### src/rtl/fp_add_arbiter.sv
// Round-robin arbiter sharing one fixed-latency FP add/sub pipeline between NUM_REQ requesters.
// Tags {valid, id} ride alongside the pipeline so each result is steered back to its owner.
module fp_add_arbiter #(
    parameter int NUM_REQ  = 4,
    parameter int PIPE_LAT = 4,
    parameter int ID_W     = $clog2(NUM_REQ),
    localparam int CNT_W   = $clog2(PIPE_LAT + 1)
) (
    input  logic                   clk,
    input  logic                   rst,
    input  logic [NUM_REQ-1:0]     req_valid,
    output logic [NUM_REQ-1:0]     req_ready,
    input  logic [32*NUM_REQ-1:0]  req_a,
    input  logic [32*NUM_REQ-1:0]  req_b,
    input  logic [NUM_REQ-1:0]     req_sub,
    input  logic                   hold,
    output logic                   pipe_issue,
    output logic [31:0]            pipe_a,
    output logic [31:0]            pipe_b,
    output logic                   pipe_sub,
    input  logic [31:0]            pipe_result,
    output logic [NUM_REQ-1:0]     res_valid,
    output logic [31:0]            res_data,
    output logic [CNT_W-1:0]       inflight,
    output logic                   idle
);

    logic [ID_W-1:0]                rr_ptr;
    logic [ID_W-1:0]                grant_id;
    logic [ID_W-1:0]                cand;
    logic                           grant_found;
    logic                           grant;
    logic [PIPE_LAT-1:0]            tag_v;
    logic [PIPE_LAT-1:0][ID_W-1:0]  tag_id;
    logic                           retire;
    logic [ID_W-1:0]                last_id;

    // Search starts one past the last winner and wraps, so the last winner has lowest priority.
    always_comb begin
        grant_found = 1'b0;
        grant_id    = '0;
        cand        = '0;
        for (int k = 1; k <= NUM_REQ; k++) begin
            cand = ID_W'((int'(rr_ptr) + k) % NUM_REQ);
            if (!grant_found && req_valid[cand]) begin
                grant_found = 1'b1;
                grant_id    = cand;
            end
        end
    end

    assign grant = grant_found && !hold && !rst;

    always_comb begin
        req_ready  = '0;
        pipe_issue = grant;
        pipe_a     = '0;
        pipe_b     = '0;
        pipe_sub   = 1'b0;
        if (grant) begin
            req_ready[grant_id] = 1'b1;
            pipe_sub            = req_sub[grant_id];
            for (int i = 0; i < NUM_REQ; i++) begin
                if (grant_id == ID_W'(i)) begin
                    pipe_a = req_a[32*i +: 32];
                    pipe_b = req_b[32*i +: 32];
                end
            end
        end
    end

    always_ff @(posedge clk or posedge rst) begin
        if (rst) begin
            tag_v  <= '0;
            tag_id <= '0;
        end else begin
            tag_v[0]  <= pipe_issue;
            tag_id[0] <= grant_id;
            for (int i = 1; i < PIPE_LAT; i++) begin
                tag_v[i]  <= tag_v[i-1];
                tag_id[i] <= tag_id[i-1];
            end
        end
    end

    assign retire  = tag_v[PIPE_LAT-1];
    assign last_id = tag_id[PIPE_LAT-1];

    always_ff @(posedge clk or posedge rst) begin
        if (rst) begin
            rr_ptr    <= ID_W'(NUM_REQ - 1);
            res_valid <= '0;
            res_data  <= '0;
            inflight  <= '0;
        end else begin
            if (grant) begin
                rr_ptr <= grant_id;
            end
            if (retire) begin
                res_valid <= NUM_REQ'(1) << last_id;
                res_data  <= pipe_result;
            end else begin
                res_valid <= '0;
            end
            case ({pipe_issue, retire})
                2'b10:   inflight <= inflight + CNT_W'(1);
                2'b01:   inflight <= inflight - CNT_W'(1);
                default: inflight <= inflight;
            endcase
        end
    end

    assign idle = (inflight == '0) && !(|req_valid);

endmodule
### config.mk
export PLATFORM = sky130hd
export DESIGN_NAME = fp_add_arbiter
export DESIGN_NICKNAME = d
export VERILOG_FILES = /design/src/rtl/fp_add_arbiter.sv
export SDC_FILE = /design/constraint.sdc
export NUM_CORES = 1
export LEC_CHECK = 0
export BUFFER_PORTS_ARGS = -buffer_cell sky130_fd_sc_hd__buf_2
export CAP_MARGIN = 10
export CORE_AREA = 2 2 161 163
export DETAILED_ROUTE_END_ITERATION = 6
export DIE_AREA = 0 0 163 165
export GPL_ROUTABILITY_DRIVEN = 1
export GPL_TIMING_DRIVEN = 0
export PLACE_DENSITY = 0.38
export SYNTH_ARGS = -nofsm -noshare
export SYNTH_HDL_FRONTEND = slang
export SYNTH_SLANG_ARGS = --single-unit
### constraint.sdc
create_clock -name clk -period 2.1 [get_ports clk]
set_input_delay 0.105 -clock clk [delete_from_list [all_inputs] [get_ports clk]]
set_output_delay 0.105 -clock clk [all_outputs]
set_load 0.01 [all_outputs]
==> results.txt <==
Wire length of the first global-routing pass: 29000 um. The synthesized area per cell was 9.86 um^2; the post-layout net count was 1139. Static leakage: 3.61 nW.

In this run the horizontal extent of the chip is 163 um. Using the TritonRoute via totals, the vias-per-cell ratio works out to 4.28. After synthesis the netlist holds a flip-flop and latch count of 53.

Multiplexer fraction of the synthesized cell area: 0.103. Counting cells, the worst reg-to-reg path comes to 3. The congestion estimate from routability-driven global placement came to 0.750. In this run the worst path has a maximum fanout of 5. The clock passes through at most 2 buffers. The clock period minus final worst setup slack works out to 2.32 ns. The die boundary height was 165 um. The xor-xnor portion of the synthesized cell area came out at 0.00673. The H-tree depth is 2. Synthesis produced a netlist with a net count of 697.

The clock transition at the registers of the reported paths came out at 0.07 ns. The total track usage is 0.138, and the total clock buffers created by CTS is 5. The fraction of registers with async set or reset after synthesis was 1.00.

The number of global-route vias before repair is 5073, and the final setup violation count is 66. The final reports fail on negative setup slack. Max-cap violations in this run came to 0. The source-to-sink clock delay at the later pin of the worst-skew pair was 0.29 ns.

Core area: 25000 um^2. Area fraction of the dominant cell type after synthesis: 0.327. The number of flops mapped to enable cells by yosys came out at 0.

The largest total area in the synthesized netlist belongs to dfrtp_1. The final hold violation count was 0; the worst clock skew was 0.00618 ns. The fraction of the mapped netlist area in adder cells works out to 0.00833. The cell row count is 58. The tools report the number of antenna violations at the first check in global routing as 0. The part of the Yosys area used for sequential elements is 0.340, and the top-level I/O count is 409. The slew at the pin closest to its max-slew limit is 0.562 ns.

The clock root buffer was clkbuf_16. Counting instances, the worst hold path has a depth of 2. Once detailed placement completed, the half-perimeter wirelength came to 16200 um. STA puts the critical path data required time at 2.00 ns. Total wire length: 20400 um. Across the VDD grid, the largest voltage drop is 402 uV. The peak per-stage delay on the critical path was 0.55 ns.

The violation count after the first detailed-routing iteration was 185. The core utilization of the finished layout is 0.290. After routing the design area is 7250 um^2.

The remaining design rule violation count was 0; the overall power of the completed layout was 4.47 mW. The yosys synthesis warning count is 0, and the portion of the clock cycle consumed by the worst path in the final layout is 1.11. Combinational family with the most area after synthesis: compound AO/OA/AOI/OAI gates. The total count of max-transition violations in the final report is 0.

The count of cell types in the netlist is 52, and the remaining number of nets flagged by the antenna check after routing is 0. The critical path goes through buf_6, inv_6, a211oi_2, nand3b_4, nor2_4, buf_6, a221o_1, buf_2. The final non-filler cell total came out at 1170. The total via count after detailed routing is 5005. Setup repair after global routing could not meet its margin everywhere. The layout cell share with drive strength beyond 1 works out to 0.681. After global routing the overflow that remains totals 0.

Among all flip-flop cells after synthesis, the most frequent one is dfrtp_1. The path class of the tightest hold or removal check is in2reg. The worst setup path is of the reg2out kind. The largest individual stage delay along the critical path comes from the cell dfstp_2. For the placed cell count, the log shows 1134.

The worst setup path is launched from a flop. After synthesis the cells add up to 3910 um^2. In this run the power density over the cells is 616 nW/um^2.

TritonCTS built the clock tree. The pin count of the biggest net entering global routing is 34. The area share of and/or/nand/nor cells after synthesis was 0.132; the area of the die was 26900 um^2. After synthesis, the cell types taking the most area are dfrtp_1, mux2_2, o221ai_2.

The slack of the critical path was -0.221 ns; the detailed-router iteration count before antenna repair was 4. For the worst setup path, the data arrival time is 2.22 ns. The cell with the most instances on the worst path was buf_6. The highest clock rate was 431 MHz; the post-synthesis compound-gate area fraction was 0.337. The filler cells instantiated in the layout total 2767. The worst setup path is captured at an output port. The run finished, with violations left. The max-slew headroom at the worst pin is 0.625. After detailed routing, the average wire length per cell comes to 17.4 um. The post-place instance area was 6380 um^2; the final hold slack was 0.0434 ns. The layout-stage area growth over the synthesis result is 85.6%.

CTS saw 53 sinks. The initial cell density of the core was 0.156; the port buffer count was 407. The gate count after technology mapping was 396.
[cell type report]
cell class	count	area [um^2]	area share
clock buffer	5	125	0.0173
tap	330	413	0.0570
inverter	9	38.8	0.00535
buffer	38	378	0.0521
sequential	53	1330	0.183
antenna	1	2.50	0.000345
clock inverter	3	25.0	0.00345
multi-input combinational	295	2520	0.348
timing repair buffer	436	2410	0.333
[critical path, delay by kind of cell, from the launching register on]
family | cells | cell delay, ns
AO/OA/AOI/OAI | 2 | 0.59
buffers and inverters | 4 | 0.47
flip-flops | 1 | 0.55
AND/OR/NAND/NOR | 2 | 0.32
[cells by family (layout without fill, tap and decap cells)]
logic type | Yosys count | after routing
AO/OA/AOI/OAI | 146 | 146
XOR/XNOR | 3 | 3
adder cells (fa/ha/maj) | 2 | 2
buffers and inverters | 48 | 491
flip-flops | 53 | 53
multiplexers | 36 | 36
other | 0 | 1
AND/OR/NAND/NOR | 108 | 108
[path summary, 6_finish.rpt]
| kind | slack, ns | endpoint | from |
|---|---|---|---|
| min in group asynchronous | 0.44 | res_data[4] | rst |
| max in group asynchronous | 1.11 | res_valid[0] | rst |
| min | 0.04 | res_data[25] | pipe_result[25] |
| min reg2reg | 0.35 | tag_v[3] | tag_v[2] |
| max reg2reg | 0.30 | res_data[7] | tag_v[3] |
| max | -0.22 | pipe_a[27] | rr_ptr[1] |
[placed cells by master, fill, tap and decap left out, types with 5 or more instances in the layout]
cell / Yosys / final
buf_2: 20 / 406
nand2_1: 77 / 75
dfrtp_1: 51 / 51
a31oi_1: 37 / 36
mux2_2: 34 / 33
o221ai_2: 21 / 26
a221o_1: 26 / 26
a22o_1: 26 / 26
buf_6: 4 / 24
buf_4: 5 / 20
buf_12: 2 / 8
nor2_1: 7 / 7
clkbuf_16: 0 / 7
o221ai_4: 0 / 6
o221ai_1: 17 / 6
inv_1: 7 / 5
[through the flow]
step | worst slack [ns] | setup TNS, ns
finish | -0.221 | -10.67
global route | -0.324 | -18.37
CTS | -0.265 | -12.67
detailed placement | -0.313 | -9.08
global placement | -0.336 | -18.26
floorplan | 0.217 | 0
[cell usage after synthesis, types with 5 or more instances]
library cell  instances
nand2_1              77
dfrtp_1              51
a31oi_1              37
mux2_2               34
a221o_1              26
a22o_1               26
o221ai_2             21
buf_2                20
o221ai_1             17
clkbuf_1              7
inv_1                 7
nor2_1                7
a21oi_1               5
buf_4                 5
[routing by layer]
metal / global-route usage / part of all wire / vias to the layer above
met5: 0 / 0 / -
met4: 0.0137 / 0.0031 / 0
met3: 0.0291 / 0.074 / 6
met2: 0.248 / 0.51 / 238
met1: 0.176 / 0.42 / 2314
li1: - / - / 2447
[flip-flops by register name (all words and copies together), names as in the netlist]
signal and count:
rr_ptr 2, tag_id 6, res_data 32, inflight 3
last_id 2, tag_v 4, res_valid 4
[where the power goes]
part / leakage (nW) / switching, mW / total (mW) / internal (mW)
Clock: 0.0704 / 0.379 / 0.827 / 0.449
Combinational: 2.91 / 1.21 / 2.33 / 1.12
Sequential: 0.632 / 0.0943 / 1.31 / 1.21
[what timing repair did]
action | 4_1_cts | 5_1_grt
pin swaps | 21 | 11
hold buffers | 1 | 0
setup endpoints to repair | 69 | 68
setup buffers | 15 | 6
gates resized for setup | 74 | 27
gates cloned | 4 | 2
endpoints found under the hold margin | 18 | 0
Note: power is estimated with default switching activity, not from simulation.
